## config.mk

```make
export PLATFORM = sky130hd
export DESIGN_NAME = vga_timing_pattern
export DESIGN_NICKNAME = d
export VERILOG_FILES = /design/src/rtl/vga_timing_pattern.sv
export SDC_FILE = /design/constraint.sdc
export NUM_CORES = 1
export LEC_CHECK = 0
export ABC_CLOCK_PERIOD_IN_PS = 5600
export BUFFER_PORTS_ARGS = -buffer_cell sky130_fd_sc_hd__buf_2
export CAP_MARGIN = 10
export CORE_UTILIZATION = 48
export DETAILED_ROUTE_END_ITERATION = 10
export PLACE_DENSITY = 0.7
export SLEW_MARGIN = 15
export SYNTH_ARGS = -nofsm -noshare
export SYNTH_HDL_FRONTEND = slang
export SYNTH_SLANG_ARGS = --single-unit
```

## constraint.sdc

```tcl
create_clock -name clk -period 5.6 [get_ports clk]
set_input_delay 0.56 -clock clk [delete_from_list [all_inputs] [get_ports clk]]
set_output_delay 0.56 -clock clk [all_outputs]
set_load 0.02 [all_outputs]
```

## src/rtl/vga_timing_pattern.sv

```systemverilog
// Parametrised VGA raster timing with a frame-synchronous RGB565 test-pattern source.
// All outputs are registered 1 clock after the counter state; no backpressure (free-running while en=1).
module vga_timing_pattern #(
  parameter int H_ACTIVE = 800,
  parameter int H_FP     = 40,
  parameter int H_SYNC   = 128,
  parameter int H_BP     = 88,
  parameter int V_ACTIVE = 600,
  parameter int V_FP     = 1,
  parameter int V_SYNC   = 4,
  parameter int V_BP     = 23,
  parameter bit HS_POL   = 1'b1,
  parameter bit VS_POL   = 1'b1,
  parameter int X_W      = 11,
  parameter int Y_W      = 10,
  parameter int BAR_W    = 100,
  parameter int CHK_LOG2 = 5
) (
  input  logic           clk,
  input  logic           rst,
  input  logic           en,
  input  logic [1:0]     mode,
  input  logic [15:0]    solid_color,
  output logic           hsync,
  output logic           vsync,
  output logic           de,
  output logic [X_W-1:0] x,
  output logic [Y_W-1:0] y,
  output logic           frame_start,
  output logic [4:0]     red,
  output logic [5:0]     green,
  output logic [4:0]     blue
);

  localparam int H_TOTAL = H_ACTIVE + H_FP + H_SYNC + H_BP;
  localparam int V_TOTAL = V_ACTIVE + V_FP + V_SYNC + V_BP;
  localparam int BP_W    = (BAR_W > 1) ? $clog2(BAR_W) : 1;

  localparam logic [X_W-1:0] H_LAST     = X_W'(H_TOTAL - 1);
  localparam logic [X_W-1:0] H_ACT      = X_W'(H_ACTIVE);
  localparam logic [X_W-1:0] H_ACT_LAST = X_W'(H_ACTIVE - 1);
  localparam logic [X_W-1:0] HS_FIRST   = X_W'(H_ACTIVE + H_FP);
  localparam logic [X_W-1:0] HS_LAST    = X_W'(H_ACTIVE + H_FP + H_SYNC - 1);
  localparam logic [Y_W-1:0] V_LAST     = Y_W'(V_TOTAL - 1);
  localparam logic [Y_W-1:0] V_ACT      = Y_W'(V_ACTIVE);
  localparam logic [Y_W-1:0] V_ACT_LAST = Y_W'(V_ACTIVE - 1);
  localparam logic [Y_W-1:0] VS_FIRST   = Y_W'(V_ACTIVE + V_FP);
  localparam logic [Y_W-1:0] VS_LAST    = Y_W'(V_ACTIVE + V_FP + V_SYNC - 1);
  localparam logic [BP_W-1:0] BAR_LAST  = BP_W'(BAR_W - 1);

  logic [X_W-1:0]  h_cnt;
  logic [Y_W-1:0]  v_cnt;
  logic [1:0]      mode_q;
  logic [BP_W-1:0] bar_pix;
  logic [2:0]      bar_idx;

  logic        at_origin;
  logic        active;
  logic        h_wrap;
  logic [1:0]  cur_mode;
  logic [15:0] pix;

  always_comb begin
    at_origin = (h_cnt == '0) && (v_cnt == '0);
    h_wrap    = (h_cnt == H_LAST);
    active    = (h_cnt < H_ACT) && (v_cnt < V_ACT);
    // The origin pixel already belongs to the new frame, so it uses the live mode input.
    cur_mode  = at_origin ? mode : mode_q;
    pix       = '0;
    case (cur_mode)
      2'd0: pix = solid_color;
      2'd1: pix = {{5{bar_idx[2]}}, {6{bar_idx[1]}}, {5{bar_idx[0]}}};
      2'd2: pix = (h_cnt[CHK_LOG2] ^ v_cnt[CHK_LOG2]) ? 16'hFFFF : 16'h0000;
      default: pix = ((h_cnt[4:0] == 5'd0) || (v_cnt[4:0] == 5'd0) ||
                      (h_cnt == H_ACT_LAST) || (v_cnt == V_ACT_LAST)) ? 16'hFFFF : 16'h0000;
    endcase
    if (!active) pix = '0;
  end

  always_ff @(posedge clk or posedge rst) begin
    if (rst) begin
      h_cnt       <= '0;
      v_cnt       <= '0;
      mode_q      <= '0;
      bar_pix     <= '0;
      bar_idx     <= '0;
      hsync       <= ~HS_POL;
      vsync       <= ~VS_POL;
      de          <= 1'b0;
      x           <= '0;
      y           <= '0;
      frame_start <= 1'b0;
      red         <= '0;
      green       <= '0;
      blue        <= '0;
    end else if (!en) begin
      h_cnt       <= '0;
      v_cnt       <= '0;
      bar_pix     <= '0;
      bar_idx     <= '0;
      hsync       <= ~HS_POL;
      vsync       <= ~VS_POL;
      de          <= 1'b0;
      x           <= '0;
      y           <= '0;
      frame_start <= 1'b0;
      red         <= '0;
      green       <= '0;
      blue        <= '0;
    end else begin
      if (h_wrap) begin
        h_cnt   <= '0;
        bar_pix <= '0;
        bar_idx <= '0;
        v_cnt   <= (v_cnt == V_LAST) ? '0 : v_cnt + 1'b1;
      end else begin
        h_cnt <= h_cnt + 1'b1;
        // Bar index tracks h_cnt/BAR_W incrementally and sticks at the last bar.
        if (bar_pix == BAR_LAST) begin
          bar_pix <= '0;
          if (bar_idx != 3'd7) bar_idx <= bar_idx + 3'd1;
        end else begin
          bar_pix <= bar_pix + 1'b1;
        end
      end
      if (at_origin) mode_q <= mode;
      hsync       <= ((h_cnt >= HS_FIRST) && (h_cnt <= HS_LAST)) ? HS_POL : ~HS_POL;
      vsync       <= ((v_cnt >= VS_FIRST) && (v_cnt <= VS_LAST)) ? VS_POL : ~VS_POL;
      de          <= active;
      x           <= h_cnt;
      y           <= v_cnt;
      frame_start <= at_origin;
      red         <= pix[15:11];
      green       <= pix[10:5];
      blue        <= pix[4:0];
    end
  end

endmodule

```

==> summary.txt, run 1 <==
Outcome = complete, no violations
Req. time, crit path = 5.85 ns
Crit share post-route = 48.7%
Final core occ = 57.5%
CP max FO = 16
CP startpoint = v_cnt[0]
Largest net degree at the start of global routing = 75
Worst Skew = 0.0128 ns
Worst min-delay path class = in -> async
Initial DRC Count = 133
Asr flop ratio synth = 100%
Cts hold-fix bufs = 0
Setup TNS = 0 ns
Worst Path Arrival = 2.98 ns
Number of flops mapped to enable cells by yosys = 0
Startpoint Class = register
Syn_area_per_cell = 10.6 µm²
Worst-Margin Slew = 1.11 ns
R2R Path End = green[3]
# IOs = 62
Crit end category = register
Core box area = 0.00683 mm²
Clk root buf = clkbuf_8
Max Slew Vio Count = 0
Placer congestion estimate = 0.800
Global-route wire length before repair = 11500 µm
CTS tree = done
Syn Inst Count = 324
WS Path Type = reg -> reg
Diodes inserted = 0
Post-Syn Nets = 354
PostCTS Resize Cnt = 0
R2r startpoint = v_cnt[0]
CTS buffer count = 9
Final setup margin = 2.87 ns
Leak = 0.00189 µW
Die Y = 86.5 µm
Yosys top cell area share = 54.0%
Final setup viols = 0
Largest cells by area after synthesis = dfrtp_1 54%, o21ai_0 4.1%, a311oi_1 3.8%
Syn. warnings = 0
Setup crit end = green[3]
Vias = 2587
Reg2Reg Setup Slack = 2.87 ns
Total gr overflow = 0
FF-to-FF path depth = 7
Chip Width = 86.5 µm
Max-Slew Margin vs Limit = 25.4%
Pre-CTS worst setup slack = 2.92 ns
Post-synth cell types = 51
Most frequent cells in the layout = 74 x dfrtp_1, 61 x buf_2, 34 x nor2_1
Post-detail-place hpwl = 4650 µm
Final worst path period need = 2.73 ns
Number of global-route vias before repair = 2403
Area grow syn2layout = 14.4%
Avg Vias per Cell = 5.40
Initial antenna violation count = 0
Htree depth = 3
Clock Sinks = 74
Synth Register Bits = 74
Seq/Total Area, Yosys = 54.0%
WHS = 0.457 ns
Die area = 0.00749 mm²
Clock slew at reported path FFs = 0.07 ns
Leading cell type in the layout, fill and taps excluded = dfrtp_1
Routed WL per cell = 14.6 µm
Routed Antenna Nets = 0
Port Buffers = 61
GRT Total Usage = 20.2%
Max VDD drop = 0.155 mV
RSZ-0062 raised after global routing = false
Share of layout cells above drive strength 1 = 22.5%
DRC Markers = 0
Fmax achieved = 367 MHz
Largest area contributor in the netlist = dfrtp_1
Final #Nets = 409
Power Dens Cells = 270 mW/mm²
Clk Latency, worst-skew pair = 0.35 ns
Final WL = 6980 µm
DRT Pass-1 Iters = 4
Max_cap viols = 0
Effective utilization at floorplan = 50.2%
# rows = 30
Netlist Area Pre-Place = 0.00343 mm²
Clock buffer depth = 2
Ys flop type = dfrtp_1
Post-CTS setup buffers = 0
Final hold vios = 0
==> stage by stage <==
stage          cell area, µm²  std cells  power [µW]
6_report                 3930        479        1060
4_1_cts                  3930        479        1070
5_1_grt                  3930        479        1110
3_5_place_dp             3770        464         725
2_1_floorplan            3430        324         685
3_3_place_gp             3770        464         721
==> state kept, by name (all words and copies together) (netlist names) <==
name and cells:
h_cnt 11, x 11, v_cnt 10, y 10, bar_pix 7, green 6
blue 5, red 5, bar_idx 3, mode_q 2, de 1, frame_start 1
hsync 1, vsync 1
==> worst max-delay path, cell delays in order, from the launching register on <==
cell and delay (ns):
dfrtp_1 0.44, inv_1 0.13, ha_1 0.18, nor4b_4 0.29
nand4_2 0.20, nor4_2 0.87, o21ai_0 0.21, a311oi_1 0.31
==> where the power goes <==
group          switching, µW  internal [µW]  total (µW)
clock network            189            157         346
logic                   90.0           48.5         138
registers               13.1            561         574
==> logic make-up (layout without fill, tap and decap cells) <==
| family | after synthesis | after routing | share of synthesized area [%] |
|---|---|---|---|
| xor+xnor | 15 | 15 | 3.83 |
| mux | 5 | 5 | 1.53 |
| fa+ha+maj | 9 | 9 | 3.28 |
| compound gates | 67 | 67 | 13.2 |
| flops | 74 | 74 | 54.0 |
| buf+inv | 31 | 90 | 4.05 |
| simple gates | 123 | 123 | 20.1 |
==> how the worst min path moves through the flow <==
stage / startpoint / end / slack, ns / cells after the start
2_1_floorplan: bar_pix[0] / bar_pix[0] / 0.43 / 1
3_3_place_gp: bar_pix[0] / bar_pix[0] / 0.44 / 1
3_5_place_dp: bar_pix[0] / bar_pix[0] / 0.45 / 1
4_1_cts: bar_pix[0] / bar_pix[0] / 0.46 / 1
5_1_grt: bar_pix[0] / bar_pix[0] / 0.48 / 1
6_report: rst / de / 0.46 / 3
==> synth_stat cells (2+ instances only) <==
library cell,n
o31ai_1,6
or2_2,2
dfrtp_1,74
or3_1,3
or4_1,2
o21ai_1,3
nor4_1,4
nand4_1,4
nor3_1,6
o21ai_0,28
xor2_1,5
nor4b_4,2
and2_1,16
clkbuf_1,12
a21oi_1,3
a311oi_1,15
xnor2_1,10
and3_1,6
buf_6,2
nor3b_1,2
mux2_2,2
mux2i_1,3
nand2_1,20
nor2_1,34
ha_1,9
nor2b_1,2
buf_2,3
inv_1,13
nand2b_1,2
nand3_1,10
==> cell type report <==
class / count / area, µm²
fill: 619 / 2910
sequential: 74 / 1850
multi-input combinational: 219 / 1440
timing repair buffer: 62 / 313
clock buffer: 12 / 135
tap: 96 / 120
inverter: 13 / 48.8
clock inverter: 3 / 17.5
==> per-layer routing <==
metal	vias to the layer above	share of wire (%)	track usage, %
met1	1268	48	29.3
met5	-	0	0
met4	0	1.7	9.09
li1	1259	-	-
met3	11	3.6	4.38
met2	49	46	28.9
No activity file was read; power rests on OpenSTA's default activity.
==> run 2, diff against run 1 <==
Settings changed: ABC_CLOCK_PERIOD_IN_PS 5600 to 2670.
Clock period 5.6 ns to 2.67 ns, I/O delays scaled along.
==> run 2 against run 1 <==
Clock power grew to 3.0 times the previous value. Global-route usage up 0.70 points. Utilization up 2.2 points. Die area unchanged. Clock-buffer cell count shrank 3. Worst hold slack lost 0.46 ns. Wire length grew 0.56%. Non-clock buffer count is 6 higher. Fmax increased by 9.9%. First-iteration DRC count is 11% lower. Critical path depth unchanged. Largest power group unchanged.
==> summary.txt, run 2 (synthesis results as in run 1) <==
Outcome = complete, no violations (unchanged)
Worst min-delay path class = in -> async (unchanged)
Clock slew at reported path FFs = 0.08 ns (was 0.07 ns)
CP max FO = 16 (unchanged)
Chip Width = 86.5 µm (unchanged)
Port Buffers = 61 (unchanged)
CTS tree = done (unchanged)
Placer congestion estimate = 0.822 (was 0.800)
Final setup margin = 0.189 ns (was 2.87 ns)
Htree depth = 3 (unchanged)
DRT Pass-1 Iters = 4 (unchanged)
Met1 usage = 27.9% (was 29.3%)
DRC Markers = 0 (unchanged)
Final WL = 7020 µm (was 6980 µm)
CP startpoint = v_cnt[0] (unchanged)
Post-detail-place hpwl = 4920 µm (was 4650 µm)
Final hold vios = 0 (unchanged)
WS Path Type = reg -> reg (unchanged)
Effective utilization at floorplan = 50.2% (unchanged)
Final worst path period need = 2.48 ns (was 2.73 ns)
Worst-Margin Slew = 0.719 ns (was 1.11 ns)
Tot Pwr = 2540 µW (was 1060 µW)
Setup TNS = 0 ns (unchanged)
Clock Sinks = 74 (unchanged)
Worst Path Arrival = 2.72 ns (was 2.98 ns)
Placed insts = 470 (was 464)
Share of layout cells above drive strength 1 = 24.6% (was 22.5%)
Max-Slew Margin vs Limit = 51.5% (was 25.4%)
Clk Latency, worst-skew pair = 0.34 ns (was 0.35 ns)
Crit share post-route = 92.9% (was 48.7%)
Initial DRC Count = 118 (was 133)
Routed Antenna Nets = 0 (unchanged)
Leading cell type in the layout, fill and taps excluded = dfrtp_1 (unchanged)
# fillers = 588 (was 619)
Layout Cells excl Fill = 487 (was 479)
Grt peak-use layer = met2 (was met1)
Largest net degree at the start of global routing = 75 (unchanged)
Met3 Usage GRT = 5.33% (was 4.38%)
Clk root buf = clkbuf_8 (unchanged)
Clock buffer depth = 2 (unchanged)
Max Slew Vio Count = 0 (unchanged)
GRT Total Usage = 20.9% (was 20.2%)
Req. time, crit path = 2.91 ns (was 5.85 ns)
# rows = 30 (unchanged)
Post-CTS setup buffers = 0 (unchanged)
Number of global-route vias before repair = 2585 (was 2403)
Startpoint Class = register (unchanged)
PostCTS Resize Cnt = 0 (unchanged)
Final #Nets = 415 (was 409)
Core box area = 0.00683 mm² (unchanged)
Met2 Resource Use GR = 32.6% (was 28.9%)
Area grow syn2layout = 18.8% (was 14.4%)
Crit path cell chain = inv_1 -> ha_1 -> nor4b_4 -> nand4_2 -> or3_1 -> and3_1 -> a311oi_1 (was inv_1 -> ha_1 -> nor4b_4 -> nand4_2 -> nor4_2 -> o21ai_0 -> a311oi_1)
FF-to-FF path depth = 7 (unchanged)
RSZ-0062 raised after global routing = false (unchanged)
Initial antenna violation count = 0 (unchanged)
Routed WL per cell = 14.4 µm (was 14.6 µm)
Avg Vias per Cell = 5.37 (was 5.40)
Cts hold-fix bufs = 0 (unchanged)
CTS buffer count = 9 (unchanged)
Max_cap viols = 0 (unchanged)
# IOs = 62 (unchanged)
WHS = 0.000599 ns (was 0.457 ns)
Die Y = 86.5 µm (unchanged)
Crit end category = register (unchanged)
Max VDD drop = 0.327 mV (was 0.155 mV)
Delay of the slowest critical-path stage = 0.44 ns (was 0.87 ns)
Leak = 0.00196 µW (was 0.00189 µW)
Slowest cell on crit path = dfrtp_1 (was nor4_2)
Largest regs = h_cnt: 11 flops, x: 11 flops (unchanged)
Final setup viols = 0 (unchanged)
Vias = 2615 (was 2587)
Fmax achieved = 403 MHz (was 367 MHz)
Most frequent cells in the layout = 74 x dfrtp_1, 61 x buf_2, 34 x nor2_1 (unchanged)
Die area = 0.00749 mm² (unchanged)
Power Dens Cells = 622 mW/mm² (was 270 mW/mm²)
Total gr overflow = 0 (unchanged)
Pre-CTS worst setup slack = 0.210 ns (was 2.92 ns)
Worst Skew = 0.0131 ns (was 0.0128 ns)
R2r startpoint = v_cnt[0] (unchanged)
Global-route wire length before repair = 12000 µm (was 11500 µm)
[run 2: cell count changes in the layout (fill, tap and decap cells not counted), sizes merged]
cell / change
diode: +1
clkbuf: -3
clkinvlp: +2
bufinv: +3
buf: +6
clkinv: -1
[run 2: critical path: cells and delay by family (launching register included)]
family / cells / cell delay [ns]
fa+ha+maj: 1 / 0.20
flops: 1 / 0.44
compound gates: 1 / 0.31
simple gates: 4 / 1.29
buf+inv: 1 / 0.13
[run 2: path summary, 6_finish.rpt]
path	to	slack, ns
max reg2reg	blue[1]	0.19
max in group asynchronous	y[9]	2.37
min in group clk	blue[0]	0.20
min reg2reg	bar_pix[0]	0.47
max	blue[1]	0.19
min	green[3]	0.0006
[run 2: power by group]
group          leakage (µW)  switching, µW  internal [µW]
sequential          0.00101           29.1           1180
clock              0.000111            415            619
combinational      0.000839            190            108
[run 2: metrics by stage]
stage                     instance area [µm²]  utilization [%]
final                                    4080             59.7
after detailed placement                 3830             56.1
after CTS                                4070             59.6
after global placement                   3830             56.1
after floorplan                          3430                -
after global routing                     4070             59.6
[run 2: area by class of cell]
type                            instances  area (µm²)  share of cell area [%]
Antenna cell                            1        2.50                  0.0614
Clock buffer                            9         124                    3.04
Clock inverter                          7         118                    2.89
Inverter                               13        48.8                    1.20
Multi-Input combinational cell        219        1440                    35.3
Sequential cell                        74        1850                    45.4
Tap cell                               96         120                    2.95
Timing Repair Buffer                   68         370                    9.09
[run 2: metal layers]
layer,wire (µm),vias to the layer above
met5,0,-
met1,3250,1280
li1,-,1269
met4,63,0
met3,305,6
met2,3400,60
==> run 3, diff against run 2 <==
Settings changed: CELL_PAD_IN_SITES_DETAIL_PLACEMENT set to 0, CELL_PAD_IN_SITES_GLOBAL_PLACEMENT set to 1, CORE_UTILIZATION 48 to 43, PLACE_DENSITY 0.7 to 0.83.
==> run 3 against run 2 <==
Via count is 1.3% higher. Clock power is 14% lower. Combinational power hardly changed. Sequential cell count stayed put. Die area is 11% higher. Cell area is 0.46% lower. Utilization is 7.2 points lower. Worst hold slack better by 0.21 ns. Worst setup slack better by 0.063 ns. Highest routed layer unchanged.
==> summary.txt, run 3 (synthesis results as in run 1) <==
DRC Markers = 0 (unchanged)
Max Slew Vio Count = 0 (unchanged)
Req. time, crit path = 2.91 ns (about the same)
# fillers = 703 (was 588)
Worst Skew = 0.00639 ns (was 0.0131 ns)
Global-route wire length before repair = 12100 µm (was 12000 µm)
Initial antenna violation count = 0 (unchanged)
Final hold vios = 0 (unchanged)
Combinational share of power = 12.6% (was 11.7%)
Share of layout cells above drive strength 1 = 25.2% (was 24.6%)
Final worst path period need = 2.42 ns (was 2.48 ns)
Tot Pwr = 2390 µW (was 2540 µW)
Clk Latency, worst-skew pair = 0.35 ns (was 0.34 ns)
Total gr overflow = 0 (unchanged)
CTS tree = done (unchanged)
Sw power = 624 µW (was 634 µW)
Final core occ = 52.5% (was 59.7%)
Power Dens Cells = 588 mW/mm² (was 622 mW/mm²)
Sequential power share = 50.5% (was 47.5%)
DRT Pass-1 Iters = 4 (unchanged)
Setup TNS = 0 ns (unchanged)
Area grow syn2layout = 18.2% (was 18.8%)
R2R Path End = red[0] (was blue[1])
Outcome = complete, no violations (unchanged)
Final WL = 7220 µm (was 7020 µm)
Clock slew at reported path FFs = 0.08 ns (about the same)
Fmax achieved = 414 MHz (was 403 MHz)
Final setup viols = 0 (unchanged)
Effective utilization at floorplan = 44.4% (was 50.2%)
CP startpoint = v_cnt[0] (unchanged)
WS Path Type = reg -> reg (unchanged)
Worst min-delay path class = in -> reg (was in -> async)
# rows = 32 (was 30)
Leading cell type in the layout, fill and taps excluded = dfrtp_1 (unchanged)
Avg Vias per Cell = 5.35 (was 5.37)
CTS buffer count = 9 (unchanged)
Largest net degree at the start of global routing = 33 (was 75)
Worst Path Arrival = 2.65 ns (was 2.72 ns)
FF-to-FF path depth = 7 (unchanged)
Chip Width = 91.3 µm (was 86.5 µm)
Crit share post-route = 90.6% (was 92.9%)
P_int = 1760 µW (was 1900 µW)
Max-Slew Margin vs Limit = 52.7% (was 51.5%)
Power share of the clock group = 37.0% (was 40.7%)
Largest regs = h_cnt: 11 flops, x: 11 flops (unchanged)
Crit end category = register (unchanged)
Vias = 2650 (was 2615)
Core box area = 0.00773 mm² (was 0.00683 mm²)
Clock Sinks = 74 (unchanged)
Pre-CTS worst setup slack = 0.170 ns (was 0.210 ns)
Clock buffer depth = 2 (unchanged)
Routed WL per cell = 14.6 µm (was 14.4 µm)
Routed Antenna Nets = 0 (unchanged)
Worst-Margin Slew = 0.701 ns (was 0.719 ns)
CP max FO = 16 (unchanged)
Port Buffers = 61 (unchanged)
Die Y = 91.3 µm (was 86.5 µm)
GRT Total Usage = 18.7% (was 20.9%)
Placer congestion estimate = 0.817 (was 0.822)
Initial DRC Count = 124 (was 118)
Max VDD drop = 0.295 mV (was 0.327 mV)
Htree depth = 3 (unchanged)
Diodes inserted = 0 (was 1)
Post-DP Area = 0.00384 mm² (was 0.00383 mm²)
Final setup margin = 0.252 ns (was 0.189 ns)
Most frequent cells in the layout = 74 x dfrtp_1, 61 x buf_2, 34 x nor2_1 (unchanged)
Leak = 0.00196 µW (about the same)
Post-detail-place hpwl = 5140 µm (was 4920 µm)
Final #Nets = 418 (was 415)
Reg2Reg Setup Slack = 0.25 ns (was 0.19 ns)
Setup crit end = red[0] (was blue[1])
Sw frac = 26.1% (was 25.0%)
Die area = 0.00834 mm² (was 0.00749 mm²)
Post-route design area = 0.00406 mm² (was 0.00408 mm²)
Clk root buf = clkbuf_8 (unchanged)
R2r startpoint = v_cnt[0] (unchanged)
Startpoint Class = register (unchanged)
# IOs = 62 (unchanged)
Number of global-route vias before repair = 2558 (was 2585)
RSZ-0062 raised after global routing = false (unchanged)
Max_cap viols = 0 (unchanged)
-- run 3: stage by stage --
| stage | cells | hold slack (ns) |
|---|---|---|
| 2_1_floorplan | 324 | 0.401 |
| 3_3_place_gp | 478 | 0.337 |
| 3_5_place_dp | 478 | 0.342 |
| 4_1_cts | 495 | 0.188 |
| 5_1_grt | 495 | 0.205 |
| 6_report | 495 | 0.206 |
-- run 3: final cells by class --
type / instances / area, µm² / area share, %
clock buffers: 11 / 151 / 3.73
clock inverters: 5 / 52.6 / 1.30
inverters: 13 / 48.8 / 1.20
multi-input cells: 219 / 1440 / 35.5
flip-flops and latches: 74 / 1850 / 45.7
well taps: 102 / 128 / 3.15
repair buffers: 71 / 383 / 9.44
-- run 3: how the worst min path moves through the flow --
stage | from | cells past startpoint | to | slack [ns]
floorplan | en | 2 | v_cnt[5] | 0.40
global placement | rst | 2 | de | 0.34
detailed placement | rst | 2 | de | 0.34
CTS | solid_color[8] | 3 | green[3] | 0.19
global route | solid_color[15] | 3 | red[4] | 0.21
finish | solid_color[1] | 3 | blue[1] | 0.21
-- run 3: worst max-delay path, stage by stage, from the launching register on --
cell      delay, ns
dfrtp_1        0.45
inv_1          0.13
ha_1           0.18
nor4b_4        0.30
nand4_2        0.19
or3_1          0.42
and3_2         0.34
a311oi_1       0.31
-- run 3: per-layer routing --
layer,vias up,track usage [%],share of wire (%)
met3,15,4.19,4.1
li1,1276,-,-
met4,0,9.92,2.3
met5,-,0,0
met1,1305,25.2,45
met2,54,28.3,48
-- run 3: power by group through the flow --
stage,logic [µW],registers [µW],clock network [µW]
floorplan,161,1280,0
global placement,296,1230,0
detailed placement,302,1230,0
CTS,303,1200,906
global route,329,1210,947
finish,300,1200,882
-- run 3: timing repair --
action,in CTS,in global routing
gates resized for setup,0,1
hold buffers,1,0
setup buffers,0,0
hold endpoints to repair,24,0
setup endpoints to repair,0,1
